`config.mk`:
```
export PLATFORM = sky130hd
export DESIGN_NAME = axi4_lite_slave_read_responder_flat
export DESIGN_NICKNAME = d
export VERILOG_FILES = /design/src/rtl/axi4_lite_slave_read_responder_pkg.sv /design/src/rtl/axi4_lite_slave_read_responder_if.sv /design/src/rtl/axi4_lite_sync_fifo.sv /design/src/rtl/axi4_lite_slave_read_responder.sv /design/src/flat_wrapper.sv
export SDC_FILE = /design/constraint.sdc
export NUM_CORES = 1
export LEC_CHECK = 0
export BUFFER_PORTS_ARGS = -buffer_cell sky130_fd_sc_hd__buf_4
export CELL_PAD_IN_SITES_DETAIL_PLACEMENT = 1
export CELL_PAD_IN_SITES_GLOBAL_PLACEMENT = 1
export CORE_UTILIZATION = 27
export CTS_CLUSTER_DIAMETER = 40
export CTS_CLUSTER_SIZE = 12
export DETAILED_ROUTE_END_ITERATION = 10
export GPL_ROUTABILITY_DRIVEN = 0
export PLACE_DENSITY = 0.5
export SLEW_MARGIN = 20
export SYNTH_ARGS = -nofsm -noshare
export SYNTH_HDL_FRONTEND = slang
export SYNTH_HIERARCHICAL = 1
export SYNTH_SLANG_ARGS = --single-unit
```
`constraint.sdc`:
```
create_clock -name aclk -period 4.6 [get_ports aclk]
set_clock_uncertainty 0.1 [all_clocks]
set_input_delay 0.69 -clock aclk [delete_from_list [all_inputs] [get_ports aclk]]
set_output_delay 0.69 -clock aclk [all_outputs]
set_load 0.005 [all_outputs]
```
`src/rtl/axi4_lite_slave_read_responder_pkg.sv`:
```
`default_nettype none
// ============================================================================
// Module   : axi4_lite_slave_read_responder_pkg
// Brief    : Shared response codes and FSM state encoding for the read responder.
// Revision : 1.0
// ============================================================================
package axi4_lite_slave_read_responder_pkg;

  typedef enum logic [1:0] {
    RESP_OKAY   = 2'd0,
    RESP_EXOKAY = 2'd1,
    RESP_SLVERR = 2'd2,
    RESP_DECERR = 2'd3
  } resp_e;

  typedef enum logic [1:0] {
    ST_IDLE     = 2'd0,
    ST_MEM_WAIT = 2'd1,
    ST_RESP     = 2'd2
  } state_e;

endpackage
`default_nettype wire

```
`src/rtl/axi4_lite_slave_read_responder_if.sv`:
```
`default_nettype none
// ============================================================================
// Module   : axi4_lite_slave_read_responder_if
// Brief    : AR/R channels plus backend memory port of the read responder.
// Revision : 1.0
// ============================================================================
interface axi4_lite_slave_read_responder_if #(
  parameter int ADDRESS_WIDTH = 32,
  parameter int DATA_WIDTH    = 32,
  parameter int ID_WIDTH      = 4,
  parameter int COUNT_WIDTH   = 3
);
  logic [ID_WIDTH-1:0]      arid;
  logic [ADDRESS_WIDTH-1:0] araddr;
  logic [2:0]               arprot;
  logic                     arvalid;
  logic                     arready;

  logic [ID_WIDTH-1:0]      rid;
  logic [DATA_WIDTH-1:0]    rdata;
  logic [1:0]               rresp;
  logic                     rvalid;
  logic                     rready;

  logic                     mem_req;
  logic [ADDRESS_WIDTH-1:0] mem_addr;
  logic [2:0]               mem_prot;
  logic                     mem_ack;
  logic [DATA_WIDTH-1:0]    mem_rdata;
  logic                     mem_err;

  logic [COUNT_WIDTH-1:0]   outstanding_count;

  modport slave (
    input  arid, araddr, arprot, arvalid,
    output arready,
    output rid, rdata, rresp, rvalid,
    input  rready,
    output mem_req, mem_addr, mem_prot,
    input  mem_ack, mem_rdata, mem_err,
    output outstanding_count
  );

  modport master (
    output arid, araddr, arprot, arvalid,
    input  arready,
    input  rid, rdata, rresp, rvalid,
    output rready,
    input  mem_req, mem_addr, mem_prot,
    output mem_ack, mem_rdata, mem_err,
    input  outstanding_count
  );

endinterface
`default_nettype wire

```
`src/rtl/axi4_lite_sync_fifo.sv`:
```
`default_nettype none
// ============================================================================
// Module   : axi4_lite_sync_fifo
// Brief    : Registered-storage synchronous FIFO; an entry is visible one cycle after its push.
// Revision : 1.0
// ============================================================================
module axi4_lite_sync_fifo #(
  parameter int WIDTH = 8,
  parameter int DEPTH = 4
) (
  input  wire logic                   clk,
  input  wire logic                   rst,
  input  wire logic                   i_push,
  input  wire logic [WIDTH-1:0]       i_push_data,
  input  wire logic                   i_pop,
  output logic      [WIDTH-1:0]       o_pop_data,
  output logic                        o_full,
  output logic                        o_empty,
  output logic      [$clog2(DEPTH):0] o_count
);

  localparam int c_ptr_w = $clog2(DEPTH);
  localparam int c_cnt_w = $clog2(DEPTH) + 1;

  logic [WIDTH-1:0]   mem_q [DEPTH];
  logic [c_ptr_w-1:0] wr_ptr_q, wr_ptr_d;
  logic [c_ptr_w-1:0] rd_ptr_q, rd_ptr_d;
  logic [c_cnt_w-1:0] count_q, count_d;
  logic               w_push_ok;
  logic               w_pop_ok;

  always_comb begin
    w_push_ok = i_push && !o_full;
    w_pop_ok  = i_pop && !o_empty;
    wr_ptr_d  = wr_ptr_q + c_ptr_w'(w_push_ok);
    rd_ptr_d  = rd_ptr_q + c_ptr_w'(w_pop_ok);
    count_d   = count_q + c_cnt_w'(w_push_ok) - c_cnt_w'(w_pop_ok);
  end

  always_ff @(posedge clk) begin
    if (rst) begin
      wr_ptr_q <= '0;
      rd_ptr_q <= '0;
      count_q  <= '0;
    end else begin
      wr_ptr_q <= wr_ptr_d;
      rd_ptr_q <= rd_ptr_d;
      count_q  <= count_d;
    end
  end

  // Storage needs no reset: the pointers alone define what is valid.
  always_ff @(posedge clk) begin
    if (w_push_ok) begin
      mem_q[wr_ptr_q] <= i_push_data;
    end
  end

  assign o_pop_data = mem_q[rd_ptr_q];
  assign o_full     = (count_q == c_cnt_w'(DEPTH));
  assign o_empty    = (count_q == '0);
  assign o_count    = count_q;

endmodule
`default_nettype wire

```
`src/rtl/axi4_lite_slave_read_responder.sv`:
```
`default_nettype none
// ============================================================================
// Module   : axi4_lite_slave_read_responder
// Brief    : AXI4-Lite read responder: queued AR, address decode, req/ack backend fetch, in-order R.
// Revision : 1.0
// ============================================================================
module axi4_lite_slave_read_responder
  import axi4_lite_slave_read_responder_pkg::*;
#(
  parameter int              ADDRESS_WIDTH  = 32,
  parameter int              DATA_WIDTH     = 32,
  parameter int              ID_WIDTH       = 4,
  parameter int              FIFO_DEPTH     = 4,
  parameter longint unsigned BASE_ADDR      = 0,
  parameter longint unsigned REGION_SIZE    = 4096,
  parameter int              TIMEOUT_CYCLES = 16,
  parameter bit              STRICT_ALIGN   = 1'b1
) (
  input wire logic                        aclk,
  input wire logic                        areset,
  axi4_lite_slave_read_responder_if.slave bus
);

  localparam int c_entry_w = ID_WIDTH + ADDRESS_WIDTH + 3;
  localparam int c_cnt_w   = $clog2(FIFO_DEPTH) + 1;
  localparam int c_tmo_w   = (TIMEOUT_CYCLES > 1) ? $clog2(TIMEOUT_CYCLES) : 1;
  localparam logic [ADDRESS_WIDTH:0]   c_base       = (ADDRESS_WIDTH+1)'(BASE_ADDR);
  localparam logic [ADDRESS_WIDTH:0]   c_size       = (ADDRESS_WIDTH+1)'(REGION_SIZE);
  localparam logic [ADDRESS_WIDTH-1:0] c_align_mask = ADDRESS_WIDTH'(DATA_WIDTH/8 - 1);
  localparam logic [c_tmo_w-1:0]       c_tmo_last   =
      c_tmo_w'((TIMEOUT_CYCLES > 0) ? TIMEOUT_CYCLES - 1 : 0);

  state_e                   state_q, state_d;
  logic                     arready_q, arready_d;
  logic [ID_WIDTH-1:0]      rid_q, rid_d;
  logic [DATA_WIDTH-1:0]    rdata_q, rdata_d;
  resp_e                    rresp_q, rresp_d;
  logic                     rvalid_q, rvalid_d;
  logic                     mem_req_q, mem_req_d;
  logic [ADDRESS_WIDTH-1:0] mem_addr_q, mem_addr_d;
  logic [2:0]               mem_prot_q, mem_prot_d;
  logic [c_tmo_w-1:0]       tmo_cnt_q, tmo_cnt_d;

  logic                     w_push;
  logic                     w_pop;
  logic                     w_full;
  logic                     w_empty;
  logic [c_cnt_w-1:0]       w_count;
  logic [c_cnt_w-1:0]       w_count_next;
  logic [c_entry_w-1:0]     w_entry;
  logic [ID_WIDTH-1:0]      w_e_id;
  logic [ADDRESS_WIDTH-1:0] w_e_addr;
  logic [2:0]               w_e_prot;
  logic [ADDRESS_WIDTH:0]   w_offset;
  logic                     w_in_range;
  logic                     w_misaligned;
  logic                     w_tmo_hit;

  assign w_push = bus.arvalid && arready_q && !w_full;

  axi4_lite_sync_fifo #(
    .WIDTH (c_entry_w),
    .DEPTH (FIFO_DEPTH)
  ) u_req_fifo (
    .clk         (aclk),
    .rst         (areset),
    .i_push      (w_push),
    .i_push_data ({bus.arid, bus.araddr, bus.arprot}),
    .i_pop       (w_pop),
    .o_pop_data  (w_entry),
    .o_full      (w_full),
    .o_empty     (w_empty),
    .o_count     (w_count)
  );

  assign {w_e_id, w_e_addr, w_e_prot} = w_entry;

  // One extra bit: an address below the base wraps above 2^ADDRESS_WIDTH and fails the size test.
  assign w_offset     = {1'b0, w_e_addr} - c_base;
  assign w_in_range   = (w_offset < c_size);
  assign w_misaligned = ((w_e_addr & c_align_mask) != '0);
  assign w_tmo_hit    = (TIMEOUT_CYCLES > 0) && (tmo_cnt_q == c_tmo_last);

  always_comb begin
    state_d      = state_q;
    rid_d        = rid_q;
    rdata_d      = rdata_q;
    rresp_d      = rresp_q;
    rvalid_d     = rvalid_q;
    mem_req_d    = mem_req_q;
    mem_addr_d   = mem_addr_q;
    mem_prot_d   = mem_prot_q;
    tmo_cnt_d    = tmo_cnt_q;
    w_pop        = 1'b0;

    case (state_q)
      ST_IDLE: begin
        if (!w_empty) begin
          w_pop      = 1'b1;
          rid_d      = w_e_id;
          mem_addr_d = w_offset[ADDRESS_WIDTH-1:0];
          mem_prot_d = w_e_prot;
          tmo_cnt_d  = '0;
          if (!w_in_range) begin
            rresp_d  = RESP_DECERR;
            rdata_d  = '0;
            rvalid_d = 1'b1;
            state_d  = ST_RESP;
          end else if (STRICT_ALIGN && w_misaligned) begin
            rresp_d  = RESP_SLVERR;
            rdata_d  = '0;
            rvalid_d = 1'b1;
            state_d  = ST_RESP;
          end else begin
            mem_req_d = 1'b1;
            state_d   = ST_MEM_WAIT;
          end
        end
      end
      ST_MEM_WAIT: begin
        if (bus.mem_ack) begin
          rdata_d   = bus.mem_rdata;
          rresp_d   = bus.mem_err ? RESP_SLVERR : RESP_OKAY;
          mem_req_d = 1'b0;
          rvalid_d  = 1'b1;
          state_d   = ST_RESP;
        end else if (w_tmo_hit) begin
          rdata_d   = '0;
          rresp_d   = RESP_SLVERR;
          mem_req_d = 1'b0;
          rvalid_d  = 1'b1;
          state_d   = ST_RESP;
        end else begin
          tmo_cnt_d = tmo_cnt_q + c_tmo_w'(1);
        end
      end
      ST_RESP: begin
        if (bus.rready) begin
          rvalid_d = 1'b0;
          state_d  = ST_IDLE;
        end
      end
      default: begin
        state_d = ST_IDLE;
      end
    endcase

    // arready is a flop, so it must reflect the occupancy after this edge.
    w_count_next = w_count + c_cnt_w'(w_push) - c_cnt_w'(w_pop);
    arready_d    = (w_count_next != c_cnt_w'(FIFO_DEPTH));
  end

  always_ff @(posedge aclk) begin
    if (areset) begin
      state_q    <= ST_IDLE;
      arready_q  <= 1'b0;
      rid_q      <= '0;
      rdata_q    <= '0;
      rresp_q    <= RESP_OKAY;
      rvalid_q   <= 1'b0;
      mem_req_q  <= 1'b0;
      mem_addr_q <= '0;
      mem_prot_q <= '0;
      tmo_cnt_q  <= '0;
    end else begin
      state_q    <= state_d;
      arready_q  <= arready_d;
      rid_q      <= rid_d;
      rdata_q    <= rdata_d;
      rresp_q    <= rresp_d;
      rvalid_q   <= rvalid_d;
      mem_req_q  <= mem_req_d;
      mem_addr_q <= mem_addr_d;
      mem_prot_q <= mem_prot_d;
      tmo_cnt_q  <= tmo_cnt_d;
    end
  end

  assign bus.arready           = arready_q;
  assign bus.rid               = rid_q;
  assign bus.rdata             = rdata_q;
  assign bus.rresp             = rresp_q;
  assign bus.rvalid            = rvalid_q;
  assign bus.mem_req           = mem_req_q;
  assign bus.mem_addr          = mem_addr_q;
  assign bus.mem_prot          = mem_prot_q;
  assign bus.outstanding_count = w_count;

endmodule
`default_nettype wire

```
`src/flat_wrapper.sv`:
```
// flat-port wrapper written by rule: the top's interface ports become plain ports
module axi4_lite_slave_read_responder_flat import axi4_lite_slave_read_responder_pkg::*;
#(
  parameter int              ADDRESS_WIDTH  = 32,
  parameter int              DATA_WIDTH     = 32,
  parameter int              ID_WIDTH       = 4,
  parameter int              FIFO_DEPTH     = 4,
  parameter longint unsigned BASE_ADDR      = 0,
  parameter longint unsigned REGION_SIZE    = 4096,
  parameter int              TIMEOUT_CYCLES = 16,
  parameter bit              STRICT_ALIGN   = 1'b1
)
  (aclk, areset, bus_arid, bus_araddr, bus_arprot, bus_arvalid, bus_arready, bus_rid, bus_rdata, bus_rresp, bus_rvalid, bus_rready, bus_mem_req, bus_mem_addr, bus_mem_prot, bus_mem_ack, bus_mem_rdata, bus_mem_err, bus_outstanding_count);
  axi4_lite_slave_read_responder_if #(.ADDRESS_WIDTH(ADDRESS_WIDTH), .DATA_WIDTH(DATA_WIDTH), .ID_WIDTH(ID_WIDTH), .COUNT_WIDTH(3)) bus_i ();
  input wire logic aclk;
  input wire logic areset;
  input wire logic [$bits(bus_i.arid)-1:0] bus_arid;
  input wire logic [$bits(bus_i.araddr)-1:0] bus_araddr;
  input wire logic [$bits(bus_i.arprot)-1:0] bus_arprot;
  input wire logic [$bits(bus_i.arvalid)-1:0] bus_arvalid;
  output wire logic [$bits(bus_i.arready)-1:0] bus_arready;
  output wire logic [$bits(bus_i.rid)-1:0] bus_rid;
  output wire logic [$bits(bus_i.rdata)-1:0] bus_rdata;
  output wire logic [$bits(bus_i.rresp)-1:0] bus_rresp;
  output wire logic [$bits(bus_i.rvalid)-1:0] bus_rvalid;
  input wire logic [$bits(bus_i.rready)-1:0] bus_rready;
  output wire logic [$bits(bus_i.mem_req)-1:0] bus_mem_req;
  output wire logic [$bits(bus_i.mem_addr)-1:0] bus_mem_addr;
  output wire logic [$bits(bus_i.mem_prot)-1:0] bus_mem_prot;
  input wire logic [$bits(bus_i.mem_ack)-1:0] bus_mem_ack;
  input wire logic [$bits(bus_i.mem_rdata)-1:0] bus_mem_rdata;
  input wire logic [$bits(bus_i.mem_err)-1:0] bus_mem_err;
  output wire logic [$bits(bus_i.outstanding_count)-1:0] bus_outstanding_count;
  assign bus_i.arid = bus_arid;
  assign bus_i.araddr = bus_araddr;
  assign bus_i.arprot = bus_arprot;
  assign bus_i.arvalid = bus_arvalid;
  assign bus_arready = bus_i.arready;
  assign bus_rid = bus_i.rid;
  assign bus_rdata = bus_i.rdata;
  assign bus_rresp = bus_i.rresp;
  assign bus_rvalid = bus_i.rvalid;
  assign bus_i.rready = bus_rready;
  assign bus_mem_req = bus_i.mem_req;
  assign bus_mem_addr = bus_i.mem_addr;
  assign bus_mem_prot = bus_i.mem_prot;
  assign bus_i.mem_ack = bus_mem_ack;
  assign bus_i.mem_rdata = bus_mem_rdata;
  assign bus_i.mem_err = bus_mem_err;
  assign bus_outstanding_count = bus_i.outstanding_count;
  axi4_lite_slave_read_responder #(.ADDRESS_WIDTH(ADDRESS_WIDTH), .DATA_WIDTH(DATA_WIDTH), .ID_WIDTH(ID_WIDTH), .FIFO_DEPTH(FIFO_DEPTH), .BASE_ADDR(BASE_ADDR), .REGION_SIZE(REGION_SIZE), .TIMEOUT_CYCLES(TIMEOUT_CYCLES), .STRICT_ALIGN(STRICT_ALIGN)) u_core (.aclk(aclk), .areset(areset), .bus(bus_i));
endmodule
```
## Yosys cells after proc, flatten, opt, wreduce, memory -nomap -nowiden

Memory sizes are Yosys's and may differ from the RTL's. A register that Yosys moved wholly into a read port is not among the register bits.
Cells that the tools add are included.

- Add/subtract/negate cells: 7
- Magnitude comparators: 1
- Equal/unequal tests: 13
- Mux-type cells: 41
- Bitwise operators: 1
- Reductions and logical operators: 17

Operators by type and width:

| cell | count |
|---|---|
| $mux W32 | 5 |
| $pmux W32 S2 | 1 |
| $lt A32 B13 Y1 const B | 1 |
| $reduce_bool A32 Y1 | 1 |
| $mux W2 | 12 |
| $mux W1 | 15 |
| $mux W4 | 3 |
| $ne A2 B2 Y1 const B | 5 |
| $reduce_and A5 Y1 | 2 |
| $pmux W4 S2 | 1 |
| $reduce_and A4 Y1 | 2 |
| $add A3 B1 Y3 | 2 |
| $ne A3 B3 Y1 const B | 2 |
| $pmux W2 S3 | 1 |
| $sub A3 B1 Y3 | 2 |
| $add A2 B1 Y2 | 2 |
| $add A4 B1 Y4 const B | 1 |
| $eq A4 B4 Y1 const B | 1 |
| $logic_and A1 B1 Y1 | 4 |
| $pmux W2 S2 | 1 |
| $eq A3 B3 Y1 const B | 1 |
| $logic_not A3 Y1 | 1 |
| $ne A3 B2 Y1 const B | 1 |
| $pmux W1 S3 | 1 |
| other kinds (11) | 12 |

- Register bits: 89
- RAM bits: 156
- Input bits: 77
- Memories: 1

Memory list:

| memory | depth | bits a word | rd ports | clocked after Yosys merged registers in | wr ports | line | RTL |
|---|---|---|---|---|---|---|---|
| u_core.u_req_fifo.mem_q | 4 | 39 | 1 | 1 | 1 | axi4_lite_sync_fifo.sv:25 | `logic [WIDTH-1:0] mem_q [DEPTH];` |

## Logic depth before layout (Yosys ltp)

- Depth in word-level cells: 6
- Depth in mapped cells: 12
- Mapped depth without buffers: 11

## Hierarchy

Netlist, hierarchy kept.

By module, submodules not included:

| module | instances | cells an instance | area each (um^2) | seq. area each (um^2) |
|---|---|---|---|---|
| axi4_lite_sync_fifo | 1 | 239 | 6003.3 | 4824.6 |
| axi4_lite_slave_read_responder | 1 | 318 | 2977.9 | 1641.6 |

## Worst setup path before layout

OpenSTA, ideal clock, no wires.

- Kind: in2reg
- From: input port bus_arvalid
- To: memory u_core/u_req_fifo/mem_q[1][0] (netlist bit), enable pin
- Library setup time: 0.492 ns
- Arrival: 4.072 ns
- Required time: 4.008 ns
- Setup slack: -0.064 ns
- Cell stages on the path: 5
- Path buffers: 0
- Path through: nand2_1 or2_2 inv_1 nand2b_4 nor3b_1

- Cells in the longest elaborated chain, start to end: 5

Ends and longest elaborated chain:

| what | line | RTL |
|---|---|---|
| start, declared | flat_wrapper.sv:20 | `input wire logic [$bits(bus_i.arvalid)-1:0] bus_arvalid;` |
| $logic_and A1 B1 Y1 (2 in a row) | axi4_lite_slave_read_responder.sv:59 | `assign w_push = bus.arvalid && arready_q && !w_full;` |
| net u_core.w_push | axi4_lite_slave_read_responder.sv:44 | `logic w_push;` |
| $logic_and A1 B1 Y1 | axi4_lite_sync_fifo.sv:33 | `w_push_ok = i_push && !o_full;` |
| $mux W1 | axi4_lite_sync_fifo.sv:54 | `if (w_push_ok) begin` |
| $mux W1 (implied by the code) | axi4_lite_sync_fifo.sv:55 | `mem_q[wr_ptr_q] <= i_push_data;` |
| end, declared | axi4_lite_sync_fifo.sv:25 |  |

The timed path passes the listed nets, and every way through them passes these cells.

==> qor_table.md <==
| Stage | Quantity | Reported |
|---|---|---|
| finish | Fin nets | 812 |
| drt | Remaining number of nets flagged by the antenna check after routing | 0 |
| drt | Drt initial violations | 212 |
| yosys | Ranking of synthesized cells by area | sky130_fd_sc_hd__edfxtp_1 (52%), sky130_fd_sc_hd__dfxtp_1 (20%), sky130_fd_sc_hd__mux4_2 (9.8%) |
| placed design | Count of input and output buffers | 155 |
| yosys | Cell area after technology mapping | 8980 um2 |
| worst setup path | CP Capture Type | flop |
| yosys | Seq cells post-synth | 245 |
| sta | Actual transition at the worst max-transition pin | 1.03 ns |
| power | Maximum ir drop on the vdd rail | 0.286 mV |
| finish | Commonest cells after routing, fill and taps aside | sky130_fd_sc_hd__buf_4 (162), sky130_fd_sc_hd__edfxtp_1 (156), sky130_fd_sc_hd__dfxtp_1 (87) |
| global routing | Overflow left after global routing | 0 |
| clocking | Maximum number of buffers from clock root to sink | 3 |
| finish | Area of all sequential standard cells | 6470 um2 |
| yosys | Top flip-flop cell by instance count after synthesis | sky130_fd_sc_hd__edfxtp_1 |
| sta | Smallest hold slack | 0.272 ns |
| floorplan | Die width | 184 um |
| finish | Commonest non-fill, non-tap cell in the layout | sky130_fd_sc_hd__buf_4 |
| global routing | Overall Global Routing Usage | 12.9% |
| finish | End-of-flow core utilization | 36.6% |
| floorplan | Area inside the core boundary | 32,600 um2 |
| floorplan | Full die area | 34,000 um2 |
| clocking | Number of buffers added for setup after CTS | 0 |
| worst setup path | Register-to-register setup slack | 0.98 ns |
| clocking | CTS-repair resized insts | 0 |
| finish | Multi-input gate area | 2330 um2 |
| finish | Share of post-route cells with drive strength above 1 | 37.7% |
| power | Cell leakage power | 4.29 nW |
| worst setup path | Arrival @ worst endpoint | 3.85 ns |
| worst setup path | Type of element launching the critical path | flop |
| floorplan | Y dimension of the die | 184 um |
| drt | DR vias | 5,365 |
| clocking | Clock-pin slew of the registers on the worst-case setup and hold paths | 0.06 ns |
| worst setup path | Class of the most critical setup path | reg -> reg |
| finish | Relative area change from synthesis to final layout | 33.0% |
| worst setup path | Reg2reg end | u_core/bus.rvalid |
| clocking | Num CTS Buffers | 39 |
| sta | Setup repair after global routing missed its margin | no |
| yosys | Async set-reset flop share out of synthesis | 0% |
| sta | Highest Clock Rate | 0.277 GHz |
| global routing | Pin count of the biggest net entering global routing | 60 |
| floorplan | Total I/O pin count | 156 |
| clocking | H-tree depth reported by CTS | 2 |
| drt | Total wirelength of the detailed-routed design | 22.0 mm |
| drt | Mean number of vias per cell | 4.47 |
| sta | Hold Violations, Final | 0 |
| worst setup path | End point of the critical path | u_core/bus.rvalid |
| worst setup path | Reg-to-reg critical path startpoint | u_core/u_req_fifo/rd_ptr_q[0] |
| global routing | Vias in the first global route | 5,784 |
| worst setup path | Origin of the worst setup path | u_core/u_req_fifo/rd_ptr_q[0] |
| clocking | Clock Latency Late Sink | 0.52 ns |
| global routing | Global-route wire length before repair | 33.0 mm |
| clocking | Sinks on the clock net | 245 |
| worst setup path | CP required | 4.84 ns |
| placed design | Half-perimeter wire length after detailed placement | 14.2 mm |
| yosys | Synthesized netlist cell count | 557 |
| drt | Routed wirelength normalized by instance count | 18.3 um |
| clocking | TritonCTS clock tree | done |
| power | Power Dens Cells | 605 nW/um2 |
| drt | Length of the first detailed-routing pass in iterations | 4 |
| yosys | Top cell type's share of synthesized area | 52.2% |
| yosys | Post-synth EDFFs | 156 |
| drt | Post-route DRC violation count | 0 |
| finish | Finished layout cell area | 11,900 um2 |
| worst setup path | Count of cells along the worst register-to-register path | 5 |
| sta | Total negative setup slack | 0 ns |
| yosys | Synth Warn # | 6 |
| yosys | Post-synthesis cell type count | 40 |
| floorplan | Number of placement rows | 66 |
| flow run | Number of max-cap violations | 0 |
| global routing | Antenna violations before repair | 1 |
| yosys | Post-synthesis area per instance | 16.1 um2 |
| yosys | Area leader, netlist | sky130_fd_sc_hd__edfxtp_1 |
| worst hold path | Worst hold path type | in -> reg |
| sta | Tightest slew margin relative to the limit | 31.0% |
| sta | Final slew viol count | 0 |
| finish | Fillers | 3,363 |
| worst setup path | Largest fanout on the critical path | 36 |
| yosys | Post-synthesis net count | 641 |
| clocking | Clock Root Buffer | sky130_fd_sc_hd__clkbuf_16 |
| sta | Post-route clock period utilization | 78.6% |
| floorplan | Initial Utilization | 27.5% |
| yosys | Sequential-to-total area share from yosys stat | 72.0% |
| sta | Final critical path time including I/O delays and setup | 3.62 ns |
| sta | Setup-failing EPs final | 0 |
| placed design | Instance area after placement | 10,600 um2 |
| status | Run status | finished, final reports clean |
| clocking | # hold bufs at CTS | 0 |
-- cells in the mapped netlist (all sizes together), types with 3 or more instances --
library cell	count
buf	13
mux4	39
nand2	82
nor2	8
dfxtp	89
inv	11
a32o	32
edfxtp	156
nand3	5
clkbuf	20
nor3	5
nor2b	5
ha	5
a21oi	44
nand2b	3
nor3b	4
xnor2	6
nor4	4
xor2	5
or3	3
-- area by class of cell --
type	count	share of cell area [%]
flip-flops and latches	245	54.2
multi-input cells	268	19.5
repair buffers	163	10.3
clock buffers	49	8.92
well taps	442	4.63
clock inverters	22	2.12
inverters	11	0.346
diodes	1	0.0209
-- stage by stage --
stage / power, W / setup WS (ns) / std cells
after floorplan: 0.00381 / 0.163 / 557
after global placement: 0.00438 / 1.03 / 1129
after detailed placement: 0.00442 / 0.935 / 1129
after CTS: 0.00739 / 0.915 / 1200
after global routing: 0.00760 / 0.738 / 1200
final: 0.00723 / 0.984 / 1201
-- sequential cells by signal, summed over array words and instances (netlist names) --
register and flops:
u_core/bus.rid 4, u_core/bus.rvalid 1, u_core/u_req_fifo/wr_ptr_q 2, u_core/bus.mem_addr 32
u_core/bus.rdata 32, u_core/u_req_fifo/mem_q 156, u_core/bus.rresp 2, u_core/state_q 2
u_core/bus.arready 1, u_core/u_req_fifo/rd_ptr_q 2, u_core/bus.mem_req 1, u_core/u_req_fifo/o_count 3
u_core/bus.mem_prot 3, u_core/tmo_cnt_q 4
-- worst max-delay path, cell delays in order, from the launching register on --
cell	delay, ns
sky130_fd_sc_hd__dfxtp_4	0.74
sky130_fd_sc_hd__mux4_2	0.60
sky130_fd_sc_hd__or4_4	0.57
sky130_fd_sc_hd__or4_4	0.44
sky130_fd_sc_hd__o21ai_4	0.74
sky130_fd_sc_hd__a221oi_1	0.21
-- worst min-delay path by stage --
stage                     depth (start not counted)                        endpoint                 from
final                                             1  u_core/u_req_fifo/mem_q[2][33]       bus_araddr[30]
after global routing                              1  u_core/u_req_fifo/mem_q[2][33]       bus_araddr[30]
after CTS                                         1  u_core/u_req_fifo/mem_q[2][33]       bus_araddr[30]
after detailed placement                          2             u_core/bus.rresp[1]  u_core/bus.rresp[1]
after global placement                            2             u_core/bus.rresp[1]  u_core/bus.rresp[1]
after floorplan                                   2             u_core/bus.rresp[1]  u_core/bus.rresp[1]
-- report_power, final --
group / internal (W) / total, W / switching [W]
registers: 0.00264 / 0.00285 / 0.000210
clock network: 0.00188 / 0.00291 / 0.00103
logic: 0.000704 / 0.00148 / 0.000774
-- per-layer routing --
layer  track usage (%)  wire length [um]  part of all wire (%)  vias up
met3              3.38              1340                   6.1       33
met2              21.0             10300                    47      178
met4              4.57               445                   2.0        2
met1              16.5              9850                    45     2658
li1                  -                 -                     -     2494
met5                 0                17                 0.077        -
-- cells by family after synthesis --
logic type,synth area share [%]
flops,72.0
simple gates,6.37
compound gates,6.97
buf+inv,2.56
mux,9.89
xor+xnor,1.07
fa+ha+maj,1.14
Note: power is estimated with default switching activity, not from simulation.
